===== src/rtl/instr_fetch_unit_if.sv =====
// rtl/instr_fetch_unit_if.sv - instruction memory request/grant/response bus
interface instr_fetch_unit_if #(
    parameter int PC_W = 32
);
    logic            req;
    logic [PC_W-1:0] addr;
    logic            gnt;
    logic            rvalid;
    logic [31:0]     rdata;

    modport master (
        output req,
        output addr,
        input  gnt,
        input  rvalid,
        input  rdata
    );

    modport slave (
        input  req,
        input  addr,
        output gnt,
        output rvalid,
        output rdata
    );
endinterface


===== src/rtl/instr_fetch_unit.sv =====
// rtl/instr_fetch_unit.sv - fetch stage with stall/redirect; optional IFU_PERF_CNT_EN counters
module instr_fetch_unit #(
    parameter int              PC_W     = 32,
    parameter logic [PC_W-1:0] RESET_PC = '0
) (
    input  logic                clk,
    input  logic                reset,
    instr_fetch_unit_if.master  imem,
    input  logic                id_stall,
    input  logic                redirect_valid,
    input  logic [PC_W-1:0]     redirect_pc,
    output logic                if_valid,
    output logic [31:0]         if_instr,
    output logic [PC_W-1:0]     if_pc,
    output logic [6:0]          if_opcode
`ifdef IFU_PERF_CNT_EN
    ,
    output logic [31:0]         perf_fetched,
    output logic [31:0]         perf_stall
`endif
);
    typedef enum logic [1:0] {FETCH, WAIT, DROP} state_t;

    state_t          state;
    state_t          state_next;
    logic [PC_W-1:0] pc;
    logic [PC_W-1:0] redirect_target;
    logic            accept;
    logic            load;

    // Mask rather than slice so every redirect_pc bit feeds logic.
    assign redirect_target = redirect_pc & ~{{(PC_W-2){1'b0}}, 2'b11};

    // Issue rule, response acceptance and next state; redirect overrides everything.
    always_comb begin
        imem.req   = 1'b0;
        imem.addr  = pc;
        accept     = 1'b0;
        load       = 1'b0;
        state_next = state;
        if_opcode  = if_valid ? if_instr[6:0] : 7'b0000000;

        if (state == FETCH && !reset && (!if_valid || !id_stall)) begin
            imem.req = 1'b1;
        end
        accept = imem.req && imem.gnt;

        case (state)
            FETCH: begin
                if (accept) begin
                    state_next = redirect_valid ? DROP : WAIT;
                end
            end
            WAIT: begin
                if (imem.rvalid) begin
                    state_next = FETCH;
                    load       = !redirect_valid;
                end else if (redirect_valid) begin
                    state_next = DROP;
                end
            end
            DROP: begin
                if (imem.rvalid) begin
                    state_next = FETCH;
                end
            end
            default: state_next = FETCH;
        endcase
    end

    // State, PC and the decode-facing output register.
    always_ff @(posedge clk) begin
        if (reset) begin
            state    <= FETCH;
            pc       <= RESET_PC;
            if_valid <= 1'b0;
            if_instr <= '0;
            if_pc    <= '0;
        end else begin
            state <= state_next;
            if (redirect_valid) begin
                pc       <= redirect_target;
                if_valid <= 1'b0;
            end else if (load) begin
                pc       <= pc + PC_W'(4);
                if_valid <= 1'b1;
                if_instr <= imem.rdata;
                if_pc    <= pc;
            end else if (if_valid && !id_stall) begin
                if_valid <= 1'b0;
            end
        end
    end

`ifdef IFU_PERF_CNT_EN
    // Saturating counts of delivered instructions and decode back-pressure cycles.
    always_ff @(posedge clk) begin
        if (reset) begin
            perf_fetched <= '0;
            perf_stall   <= '0;
        end else begin
            if (load && perf_fetched != 32'hFFFF_FFFF) begin
                perf_fetched <= perf_fetched + 32'd1;
            end
            if (if_valid && id_stall && perf_stall != 32'hFFFF_FFFF) begin
                perf_stall <= perf_stall + 32'd1;
            end
        end
    end
`endif
endmodule


===== src/flat_wrapper.sv =====
// flat-port wrapper written by rule: the top's interface ports become plain ports
module instr_fetch_unit_flat 
#(
    parameter int              PC_W     = 32,
    parameter logic [PC_W-1:0] RESET_PC = '0
)
  (clk, reset, id_stall, redirect_valid, redirect_pc, if_valid, if_instr, if_pc, if_opcode, imem_req, imem_addr, imem_gnt, imem_rvalid, imem_rdata);
  instr_fetch_unit_if #(.PC_W(PC_W)) imem_i ();
  input  logic clk;
  input  logic reset;
  input  logic id_stall;
  input  logic redirect_valid;
  input  logic [PC_W-1:0] redirect_pc;
  output logic if_valid;
  output logic [31:0] if_instr;
  output logic [PC_W-1:0] if_pc;
  output logic [6:0] if_opcode;
  output wire logic [$bits(imem_i.req)-1:0] imem_req;
  output wire logic [$bits(imem_i.addr)-1:0] imem_addr;
  input wire logic [$bits(imem_i.gnt)-1:0] imem_gnt;
  input wire logic [$bits(imem_i.rvalid)-1:0] imem_rvalid;
  input wire logic [$bits(imem_i.rdata)-1:0] imem_rdata;
  assign imem_req = imem_i.req;
  assign imem_addr = imem_i.addr;
  assign imem_i.gnt = imem_gnt;
  assign imem_i.rvalid = imem_rvalid;
  assign imem_i.rdata = imem_rdata;
  instr_fetch_unit #(.PC_W(PC_W), .RESET_PC(RESET_PC)) u_core (.clk(clk), .reset(reset), .imem(imem_i), .id_stall(id_stall), .redirect_valid(redirect_valid), .redirect_pc(redirect_pc), .if_valid(if_valid), .if_instr(if_instr), .if_pc(if_pc), .if_opcode(if_opcode));
endmodule

===== config.mk =====
export PLATFORM = sky130hd
export DESIGN_NAME = instr_fetch_unit_flat
export DESIGN_NICKNAME = d
export VERILOG_FILES = /design/src/rtl/instr_fetch_unit_if.sv /design/src/rtl/instr_fetch_unit.sv /design/src/flat_wrapper.sv
export SDC_FILE = /design/constraint.sdc
export NUM_CORES = 1
export LEC_CHECK = 0
export CAP_MARGIN = 15
export CORE_MARGIN = 3
export CORE_UTILIZATION = 43
export DETAILED_ROUTE_END_ITERATION = 12
export PLACE_DENSITY = 0.81
export REMOVE_ABC_BUFFERS = 1
export SLEW_MARGIN = 20
export SYNTH_ARGS = -nofsm -noshare
export SYNTH_HDL_FRONTEND = slang
export SYNTH_SLANG_ARGS = --single-unit
export TNS_END_PERCENT = 100

===== constraint.sdc =====
create_clock -name clk -period 2.69 [get_ports clk]
set_clock_uncertainty 0.05 [all_clocks]
set_input_delay 0.807 -clock clk [delete_from_list [all_inputs] [get_ports clk]]
set_output_delay 0.807 -clock clk [all_outputs]
set_load 0.05 [all_outputs]

==> impl_metrics.sql, run 1 <==
INSERT INTO impl_metrics (metric_group, metric, value, unit) VALUES
('outcome', 'status', 'finished, final reports clean', ''),
('final_layout', 'drive_above_1_share', '0.0688', ''),
('synth', 'parity_gate_share_of_the_synthesized_area_counting_xor_and_xnor_cells', '0.0169', ''),
('synth', 'avgSynthCellArea', '7.77', 'um2'),
('critical_path', 'critical_path_class', 'primary input to output port', ''),
('clocking', 'clkSinkCount', '95', ''),
('final_layout', 'multi_input_gate_area', '0.00200', 'mm2'),
('clocking', 'number_of_buffers_added_for_setup_after_cts', '0', ''),
('final_layout', 'count_of_filler_cells_inserted_in_the_layout', '782', ''),
('synth', 'post-synth-top-area-cell', 'sky130_fd_sc_hd__dfxtp_1', ''),
('floorplan', 'die_y', '104', 'um'),
('synth', 'combinational_family_with_the_most_area_after_synthesis', 'simple AND/OR/NAND/NOR gates', ''),
('critical_path', 'crit_path_start_kind', 'primary input', ''),
('synth', 'netlist_top_cells_count', 'sky130_fd_sc_hd__nand2_1 (142), sky130_fd_sc_hd__dfxtp_1 (95), sky130_fd_sc_hd__a21oi_1 (66), sky130_fd_sc_hd__clkbuf_1 (36), sky130_fd_sc_hd__nor2_1 (23)', ''),
('power_and_ir_drop', 'ir_drop_worst_vdd', '278', 'uV'),
('drt', 'route.detailed.wl_per_inst', '15.0', 'um'),
('critical_path', 'critPathMaxFanout', '2', ''),
('clocking', 'cts.root.buffer_cell', 'sky130_fd_sc_hd__clkbuf_8', ''),
('synth', 'yosysWarnings', '0', ''),
('synth', 'muxShareOfSynthArea', '0.00242', ''),
('final_layout', 'area.growth.synth_to_final', '51.0', '%'),
('drt', 'dr_total_vias', '4315', ''),
('synth', 'syn-cell-area', '0.00413', 'mm2'),
('sta', 'slew_headroom', '0.538', ''),
('power_and_ir_drop', 'total_leakage_power', '2.21', 'nW'),
('clocking', 'clock_transition_at_the_registers_of_the_reported_paths', '0.09', 'ns'),
('place', 'port_buffers', '168', ''),
('floorplan', 'std_cell_core_area', '0.00928', 'mm2'),
('clocking', 'cts_buffers', '9', ''),
('critical_path', 'crit_path_required_time', '1.83', 'ns'),
('drt', 'detail_route.drc_violations', '0', ''),
('synth', 'postSynthRegisterBits', '95', ''),
('critical_path', 'worst-r2r-cell-count', '4', ''),
('floorplan', 'dieWidth', '104', 'um'),
('floorplan', 'initial_core_util', '0.445', ''),
('critical_path', 'end_of_the_worst_register_to_register_path', 'u_core.imem.addr[30]$_SDFFE_PP0P_', ''),
('min_path', 'min_to', 'u_core.if_pc[22]$_SDFFE_PP0P_', ''),
('global_route', 'antenna_found_initial', '0', ''),
('final_layout', 'regArea', '0.00190', 'mm2'),
('drt', 'detail-route-antenna-nets', '0', ''),
('critical_path', 'arrival', '1.81', 'ns'),
('drt', 'routed_via_density', '5.22', ''),
('global_route', 'grt_pass1_wl', '19900', 'um'),
('synth', 'post-synth-top-area-fraction', '0.460', ''),
('sta', 'slew_viol_final', '0', ''),
('critical_path', 'setup.reg_to_reg.worst_slack', '0.50', 'ns'),
('sta', 'setup_violation_total_in_the_final_timing_report', '0', ''),
('sta', 'worst_slew_pin_slew', '0.693', 'ns'),
('synth', 'asyncSetResetFlopFracSynth', '0', ''),
('sta', 'totalNegativeSetupSlack', '0', 'ns'),
('clocking', 'clock_insertion_delay_at_the_later_pin_of_the_skew_report', '0.36', 'ns'),
('synth', 'yosysUniqueCellTypes', '49', ''),
('sta', 'rsz_0062_raised_after_global_routing', 'yes', ''),
('sta', 'finalWorstPathRequiredPeriod', '2.67', 'ns'),
('power_and_ir_drop', 'power_per_cell_area', '468', 'mW/mm2'),
('critical_path', 'end_kind', 'output port', ''),
('synth', 'synth-compound-area-share', '0.186', ''),
('sta', 'hold_viol_final', '0', ''),
('critical_path', 'worst_r2r_startpoint', 'u_core.imem.addr[9]$_SDFFE_PP0P_', ''),
('min_path', 'min_path_type', 'flip-flop to flip-flop', ''),
('min_path', 'min_delay_path_depth', '2', ''),
('clocking', 'max-clock-path-buffers', '2', ''),
('global_route', 'pin_count_of_the_biggest_net_entering_global_routing', '68', ''),
('floorplan', 'core.rowCount', '35', ''),
('synth', 'fraction_of_the_mapped_netlist_area_in_simple_logic_gates', '0.267', ''),
('synth', 'seq_area_frac_synth', '0.460', ''),
('drt', 'drt_first_iter_violations', '171', ''),
('drt', 'drt_pre_antenna_iters', '4', ''),
('place', 'dp.final_hpwl', '8900', 'um'),
('clocking', 'htree_num_levels', '3', ''),
('floorplan', 'die-area', '0.0108', 'mm2');
-- state kept, by name, indices dropped and copies added, names as in the netlist --
| name | count |
|---|---|
| u_core.if_instr | 32 |
| u_core.if_pc | 30 |
| u_core.if_valid | 1 |
| u_core.state | 2 |
| u_core.imem.addr | 30 |
-- layer usage --
| metal | vias to the layer above | global-route usage | wire length [um] |
|---|---|---|---|
| li1 | 2156 | - | - |
| met1 | 1993 | 0.273 | 5190 |
| met2 | 153 | 0.388 | 6240 |
| met3 | 13 | 0.0466 | 823 |
| met4 | 0 | 0.0522 | 114 |
| met5 | - | 0 | 0 |
-- worst max-delay path by stage --
| stage | from | cells past startpoint | end |
|---|---|---|---|
| after floorplan | imem_rvalid | 4 | u_core.if_instr[0]$_SDFFE_PP0P_ |
| after global placement | imem_rvalid | 5 | u_core.imem.addr[30]$_SDFFE_PP0P_ |
| after detailed placement | imem_rvalid | 5 | u_core.imem.addr[30]$_SDFFE_PP0P_ |
| after CTS | u_core.if_valid$_SDFFE_PP0P_ | 2 | if_opcode[4] |
| after global routing | id_stall | 5 | imem_req |
| final | id_stall | 5 | imem_req |
-- logic make-up (layout without fill, tap and decap cells) --
logic type      after synthesis  after routing
flops                        95             95
xor+xnor                      8              8
other cells                   1              4
buf+inv                      65            228
mux                           1              1
fa+ha+maj                     1              1
simple gates                239            239
compound gates              122            122
-- report_power, final --
group          switching (mW)  internal, mW
combinational           0.270         0.208
sequential             0.0469          1.44
clock                   0.525         0.432
-- final cells by class --
| type | count | share of cell area |
|---|---|---|
| well taps | 129 | 0.0259 |
| clock inverters | 7 | 0.0116 |
| flip-flops and latches | 95 | 0.305 |
| repair buffers | 190 | 0.305 |
| multi-input cells | 375 | 0.320 |
| clock buffers | 9 | 0.0198 |
| inverters | 22 | 0.0132 |
-- metrics by stage --
stage               worst slack (ns)   util  hold slack (ns)  instances  area (um2)
finish                        0.0203  0.672            0.406        827        6240
global route                 -0.0515  0.672            0.426        827        6240
CTS                          0.00653  0.672            0.408        827        6240
detailed placement            -0.218  0.651            0.395        811        6040
global placement              -0.208  0.651            0.391        811        6040
floorplan                     -0.653      -            0.467        492        3970
-- layout by cell type, fill, tap and decap left out, types with 3 or more instances in the layout --
cell type / count
sky130_fd_sc_hd__a2111oi_0: 6
sky130_fd_sc_hd__a211oi_1: 21
sky130_fd_sc_hd__a21oi_1: 66
sky130_fd_sc_hd__a221o_1: 3
sky130_fd_sc_hd__a311oi_1: 4
sky130_fd_sc_hd__and2_1: 9
sky130_fd_sc_hd__and3_1: 4
sky130_fd_sc_hd__and4_1: 7
sky130_fd_sc_hd__buf_12: 5
sky130_fd_sc_hd__buf_4: 19
sky130_fd_sc_hd__clkbuf_8: 9
sky130_fd_sc_hd__clkdlybuf4s50_1: 159
sky130_fd_sc_hd__conb_1: 4
sky130_fd_sc_hd__dfxtp_1: 95
sky130_fd_sc_hd__dlygate4sd2_1: 5
sky130_fd_sc_hd__inv_1: 22
sky130_fd_sc_hd__nand2_1: 142
sky130_fd_sc_hd__nand3_1: 6
sky130_fd_sc_hd__nand4_1: 8
sky130_fd_sc_hd__nor2_1: 22
sky130_fd_sc_hd__nor3_1: 13
sky130_fd_sc_hd__nor4_1: 10
sky130_fd_sc_hd__o21ai_0: 6
sky130_fd_sc_hd__o31ai_1: 3
sky130_fd_sc_hd__or3_1: 3
sky130_fd_sc_hd__xnor2_1: 7
-- repair_timing --
| action | 4_1_cts | 5_1_grt |
|---|---|---|
| gates resized for setup | 6 | 2 |
| pin swaps | 0 | 1 |
| endpoints found under the hold margin | 0 | 0 |
| hold buffers | 0 | 0 |
| endpoints found under the setup margin | 6 | 3 |
-- worst max-delay path, stage by stage --
cell,delay (ns)
sky130_fd_sc_hd__clkdlybuf4s50_1,0.42
sky130_fd_sc_hd__a21o_1,0.19
sky130_fd_sc_hd__nor3_2,0.12
sky130_fd_sc_hd__buf_4,0.15
sky130_fd_sc_hd__buf_12,0.13
Note: power is estimated with default switching activity, not from simulation.
==> run 2: changes to the inputs <==
RECOVER_POWER = 100   (was not set)
==> impl_metrics.sql, run 2 (synthesized netlist as in run 1, its figures left out) <==
INSERT INTO impl_metrics (metric_group, metric, value, unit) VALUES
('outcome', 'status', 'finished, final reports clean', ''),
('final_layout', 'largest_reg_flops', '32', ''),
('power_and_ir_drop', 'power_per_cell_area', '470', 'mW/mm2'),
('run', 'maxCapViolCount', '0', ''),
('final_layout', 'largest-register', 'u_core.if_instr', ''),
('final_layout', 'nNetsFinal', '764', ''),
('floorplan', 'core.rowCount', '35', ''),
('critical_path', 'crit_path_start_kind', 'primary input', ''),
('global_route', 'grt_pass1_wl', '19900', 'um'),
('clocking', 'clock_transition_at_the_registers_of_the_reported_paths', '0.09', 'ns'),
('clocking', 'clock_insertion_delay_at_the_later_pin_of_the_skew_report', '0.35', 'ns'),
('final_layout', 'layoutNonFillerInstCount', '827', ''),
('place', 'routabilityCongestion', '0.843', ''),
('sta', 'totalNegativeSetupSlack', '0', 'ns'),
('sta', 'hold_viol_final', '0', ''),
('sta', 'worst_slew_pin_slew', '1.35', 'ns'),
('power_and_ir_drop', 'ir_drop_worst_vdd', '277', 'uV'),
('sta', 'rsz_0062_raised_after_global_routing', 'yes', ''),
('clocking', 'tritoncts_clock_tree', 'done', ''),
('floorplan', 'top_level_ports', '175', ''),
('power_and_ir_drop', 'total_leakage_power', '2.39', 'nW'),
('critical_path', 'critPathMaxFanout', '2', ''),
('drt', 'detail-route-antenna-nets', '0', ''),
('drt', 'dr_total_vias', '4297', ''),
('sta', 'timing.fmax', '374', 'MHz'),
('min_path', 'min_path_type', 'flip-flop to flip-flop', ''),
('critical_path', 'critical_path.cell_chain', 'clkdlybuf4s50_1 > a21o_1 > nor3_2 > buf_4 > buf_12', ''),
('final_layout', 'drive_above_1_share', '0.0673', ''),
('drt', 'detail_route.drc_violations', '0', ''),
('drt', 'drt_pre_antenna_iters', '4', ''),
('place', 'dp.final_hpwl', '8900', 'um'),
('critical_path', 'critical_path_class', 'primary input to output port', ''),
('global_route', 'overflow', '0', ''),
('clocking', 'cts_buffers', '9', ''),
('drt', 'route.detailed.wl_per_inst', '15.0', 'um'),
('clocking', 'cts.root.buffer_cell', 'sky130_fd_sc_hd__clkbuf_8', ''),
('sta', 'setup_violation_total_in_the_final_timing_report', '0', ''),
('final_layout', 'final_common_cell', 'sky130_fd_sc_hd__nand2_1', ''),
('final_layout', 'antennaDiodeCount', '0', ''),
('clocking', 'number_of_buffers_added_for_setup_after_cts', '0', ''),
('critical_path', 'arrival', '1.82', 'ns'),
('floorplan', 'std_cell_core_area', '0.00928', 'mm2'),
('clocking', 'htree_num_levels', '3', ''),
('final_layout', 'layout_common_cells', 'sky130_fd_sc_hd__nand2_1 (142), sky130_fd_sc_hd__dfxtp_1 (95), sky130_fd_sc_hd__clkdlybuf4s50_1 (90)', ''),
('drt', 'wirelength', '12400', 'um'),
('sta', 'finalWorstPathRequiredPeriod', '2.67', 'ns'),
('global_route', 'pin_count_of_the_biggest_net_entering_global_routing', '68', ''),
('final_layout', 'count_of_filler_cells_inserted_in_the_layout', '796', ''),
('clocking', 'max-clock-path-buffers', '2', ''),
('critical_path', 'end_kind', 'output port', ''),
('floorplan', 'initial_core_util', '0.445', ''),
('sta', 'min_period_over_period', '0.994', ''),
('sta', 'slew_viol_final', '0', ''),
('critical_path', 'timing.critical_path.slowest_stage_cell', 'sky130_fd_sc_hd__clkdlybuf4s50_1', ''),
('floorplan', 'die_y', '104', 'um'),
('floorplan', 'dieWidth', '104', 'um'),
('drt', 'drt_first_iter_violations', '184', ''),
('critical_path', 'critical_path.top_delay_family', 'buffers and inverters', ''),
('drt', 'routed_via_density', '5.20', ''),
('final_layout', 'area.growth.synth_to_final', '50.0', '%'),
('place', 'post-place-cells', '811', ''),
('sta', 'slew_headroom', '0.0988', ''),
('global_route', 'grt_util_all_layers', '0.219', ''),
('clocking', 'clkSinkCount', '95', ''),
('critical_path', 'combined_buffer_and_inverter_count_along_the_critical_path', '3', ''),
('place', 'port_buffers', '168', ''),
('global_route', 'grt_pass1_vias', '3964', ''),
('critical_path', 'crit_path_required_time', '1.83', 'ns'),
('global_route', 'antenna_found_initial', '0', ''),
('floorplan', 'die-area', '0.0108', 'mm2'),
('critical_path', 'delay_contributed_by_the_slowest_stage_of_the_critical_path', '0.42', 'ns');
-- run 2: cell type report --
type / count / area, um2 / area share
clock buffers: 9 / 124 / 0.0200
well taps: 129 / 161 / 0.0260
multi-input cells: 375 / 2000 / 0.322
repair buffers: 190 / 1860 / 0.300
flip-flops and latches: 95 / 1900 / 0.307
inverters: 22 / 82.6 / 0.0133
clock inverters: 7 / 72.6 / 0.0117
-- run 2: worst min-delay path: cells and delay by family (launching register included) --
family           cells  cell delay (ns)
AND/OR/NAND/NOR      1             0.05
flip-flops           1             0.32
AO/OA/AOI/OAI        1             0.05
-- run 2: routing by layer --
metal  GRT usage  part of all wire
met1       0.273              0.42
met2       0.388              0.51
met3      0.0466             0.064
met4      0.0522            0.0087
met5           0                 0
-- run 2: metrics by stage --
stage	utilization	power, mW	hold slack (ns)	cell area (um2)	setup slack, ns
floorplan	-	1.74	0.467	3970	-0.653
global placement	0.651	1.99	0.391	6040	-0.208
detailed placement	0.651	2.00	0.395	6040	-0.218
CTS	0.672	2.94	0.408	6240	0.00653
global route	0.668	3.03	0.423	6200	-0.0515
finish	0.668	2.91	0.403	6200	0.0166
-- run 2: power breakdown --
group	switching (mW)	internal, mW	total (mW)
registers	0.0466	1.44	1.49
clock network	0.520	0.432	0.952
logic	0.270	0.203	0.473
-- run 2: timing repair --
| action | CTS | global route |
|---|---|---|
| cloned | 0 | 0 |
| setup endpoints to repair | 6 | 3 |
| pin swaps | 0 | 1 |
| resized for setup | 6 | 2 |
| hold buffers | 0 | 0 |
-- run 2: path summary, 6_finish.rpt --
check,start,endpoint,slack (ns),cells past startpoint
setup / recovery,id_stall,imem_req,0.02,5
hold reg to reg,u_core.if_pc[22]$_SDFFE_PP0P_,u_core.if_pc[22]$_SDFFE_PP0P_,0.40,2
hold / removal,u_core.if_pc[22]$_SDFFE_PP0P_,u_core.if_pc[22]$_SDFFE_PP0P_,0.40,2
setup reg to reg,u_core.imem.addr[9]$_SDFFE_PP0P_,u_core.imem.addr[30]$_SDFFE_PP0P_,0.49,4
==> run 3: changes to the inputs <==
GPL_TIMING_DRIVEN = 0   (was not set)
SETUP_SLACK_MARGIN = 0.15   (was not set)
==> impl_metrics.sql, run 3 (synthesized netlist as in run 1, its figures left out) <==
INSERT INTO impl_metrics (metric_group, metric, value, unit) VALUES
('outcome', 'status', 'finished, final reports clean', ''),
('global_route', 'grt_pass1_wl', '20100', 'um'),
('critical_path', 'combined_buffer_and_inverter_count_along_the_critical_path', '1', ''),
('final_layout', 'layout_common_cells', 'sky130_fd_sc_hd__nand2_1 (142), sky130_fd_sc_hd__dfxtp_1 (95), sky130_fd_sc_hd__dlygate4sd3_1 (71)', ''),
('final_layout', 'layoutNonFillerInstCount', '817', ''),
('floorplan', 'die-area', '0.0108', 'mm2'),
('min_path', 'min_delay_path_depth', '2', ''),
('global_route', 'grt_util_all_layers', '0.221', ''),
('final_layout', 'nNetsFinal', '754', ''),
('final_layout', 'final_core_utilization', '0.656', ''),
('place', 'dp.final_hpwl', '8250', 'um'),
('floorplan', 'top_level_ports', '175', ''),
('clocking', 'max-clock-path-buffers', '2', ''),
('sta', 'slew_headroom', '0.501', ''),
('final_layout', 'antennaDiodeCount', '0', ''),
('clocking', 'tritoncts_clock_tree', 'done', ''),
('global_route', 'pin_count_of_the_biggest_net_entering_global_routing', '63', ''),
('critical_path', 'critical_path.top_delay_family', 'simple AND/OR/NAND/NOR gates', ''),
('sta', 'slew_viol_final', '0', ''),
('place', 'routabilityCongestion', '0.768', ''),
('min_path', 'min_path_type', 'flip-flop to flip-flop', ''),
('drt', 'drt_pre_antenna_iters', '4', ''),
('floorplan', 'std_cell_core_area', '0.00928', 'mm2'),
('place', 'port_buffers', '168', ''),
('floorplan', 'die_y', '104', 'um'),
('critical_path', 'end_kind', 'flip-flop', ''),
('critical_path', 'worstSetupPathDepth', '5', ''),
('critical_path', 'delay_contributed_by_the_slowest_stage_of_the_critical_path', '0.68', 'ns'),
('critical_path', 'worst-r2r-cell-count', '4', ''),
('drt', 'detail-route-antenna-nets', '0', ''),
('sta', 'worst_slew_pin_slew', '0.748', 'ns'),
('sta', 'timing.fmax', '382', 'MHz'),
('floorplan', 'core.rowCount', '35', ''),
('critical_path', 'crit_path_required_time', '2.89', 'ns'),
('drt', 'routed_via_density', '5.23', ''),
('critical_path', 'crit_path_start_kind', 'primary input', ''),
('floorplan', 'initial_core_util', '0.445', ''),
('final_layout', 'drive_above_1_share', '0.0538', ''),
('drt', 'dr_total_vias', '4273', ''),
('floorplan', 'dieWidth', '104', 'um'),
('critical_path', 'critPathMaxFanout', '7', ''),
('final_layout', 'area.growth.synth_to_final', '47.3', '%'),
('place', 'place_area', '0.00589', 'mm2'),
('clocking', 'clkSinkCount', '95', ''),
('critical_path', 'critical_path_class', 'primary input to flip-flop', ''),
('clocking', 'cts_buffers', '9', ''),
('sta', 'min_period_over_period', '0.973', ''),
('global_route', 'overflow', '0', ''),
('sta', 'rsz_0062_raised_after_global_routing', 'yes', ''),
('power_and_ir_drop', 'ir_drop_worst_vdd', '303', 'uV'),
('critical_path', 'critical_path.cell_chain', 'dlygate4sd2_1 > nand4b_1 > or4_4 > or4_1 > and3_1', ''),
('power_and_ir_drop', 'total_leakage_power', '2.40', 'nW'),
('critical_path', 'timing.critical_path.slowest_stage_cell', 'sky130_fd_sc_hd__or4_4', ''),
('sta', 'finalWorstPathRequiredPeriod', '2.62', 'ns'),
('global_route', 'antenna_found_initial', '0', ''),
('final_layout', 'final_common_cell', 'sky130_fd_sc_hd__nand2_1', ''),
('clocking', 'cts.root.buffer_cell', 'sky130_fd_sc_hd__clkbuf_8', ''),
('clocking', 'htree_num_levels', '3', ''),
('place', 'post-place-cells', '792', ''),
('final_layout', 'largest-register', 'u_core.if_instr', ''),
('power_and_ir_drop', 'power_per_cell_area', '463', 'mW/mm2'),
('final_layout', 'post-route-cell-area', '0.00609', 'mm2'),
('drt', 'route.detailed.wl_per_inst', '15.4', 'um'),
('sta', 'hold_viol_final', '0', ''),
('drt', 'detail_route.drc_violations', '0', ''),
('run', 'maxCapViolCount', '0', ''),
('global_route', 'grt_pass1_vias', '4060', ''),
('drt', 'drt_first_iter_violations', '135', ''),
('clocking', 'clock_transition_at_the_registers_of_the_reported_paths', '0.09', 'ns'),
('clocking', 'clock_insertion_delay_at_the_later_pin_of_the_skew_report', '0.35', 'ns'),
('drt', 'wirelength', '12600', 'um'),
('critical_path', 'arrival', '2.82', 'ns'),
('final_layout', 'largest_reg_flops', '32', ''),
('sta', 'setup_violation_total_in_the_final_timing_report', '0', '');
-- run 3: cell type report --
type,count,area [um2]
Multi-Input combinational cell,376,2010
Inverter,22,82.6
Timing Repair Buffer,179,1750
Sequential cell,95,1900
Clock buffer,12,155
Clock inverter,4,30.0
Fill cell,821,3190
Tap cell,129,161
-- run 3: worst paths after layout --
path / from / end / slack, ns
max: imem_rvalid / u_core.imem.addr[30]$_SDFFE_PP0P_ / 0.07
min: u_core.if_instr[22]$_SDFFE_PP0P_ / u_core.if_instr[22]$_SDFFE_PP0P_ / 0.40
max reg2reg: u_core.state[0]$_SDFFE_PP0P_ / u_core.imem.addr[30]$_SDFFE_PP0P_ / 0.36
min reg2reg: u_core.if_instr[22]$_SDFFE_PP0P_ / u_core.if_instr[22]$_SDFFE_PP0P_ / 0.40
-- run 3: what timing repair did --
action,4_1_cts,5_1_grt
setup buffers,3,3
resized for setup,29,14
gates cloned,1,2
pin swaps,1,4
hold buffers,0,0
setup endpoints to repair,68,52
hold endpoints to repair,0,0
-- run 3: through the flow --
stage                     worst slack (ns)  TNS [ns]  hold WS (ns)  total power, mW
after global placement               -3.36   -259.52         0.391             1.96
after floorplan                     -0.653    -40.66         0.467             1.74
after global routing                0.0268         0         0.425             2.92
after detailed placement            -0.688    -20.47         0.397             1.98
final                               0.0738         0         0.401             2.82
after CTS                           0.0559         0         0.410             2.86
-- run 3: where the power goes --
part           leakage [nW]  switching [mW]  internal, mW  total [mW]
Sequential            0.772          0.0518          1.44        1.49
Combinational          1.54           0.264         0.179       0.443
Clock                0.0809           0.494         0.388       0.882
-- run 3: metal layers --
layer  track usage  part of all wire  vias to the layer above  routed length [um]
met5             0                 0                        -                   0
met4        0.0617             0.010                        0                 129
met1         0.279              0.42                     1988                5340
met2         0.375              0.50                      128                6310
met3        0.0540             0.064                       12                 809
li1              -                 -                     2145                   -
-- run 3: worst reg2reg max path: stages, from the launching register on --
cell                       delay [ns]
sky130_fd_sc_hd__dfxtp_1         0.43
sky130_fd_sc_hd__nand4b_1        0.37
sky130_fd_sc_hd__or4_4           0.68
sky130_fd_sc_hd__or4_1           0.54
sky130_fd_sc_hd__and3_1          0.16
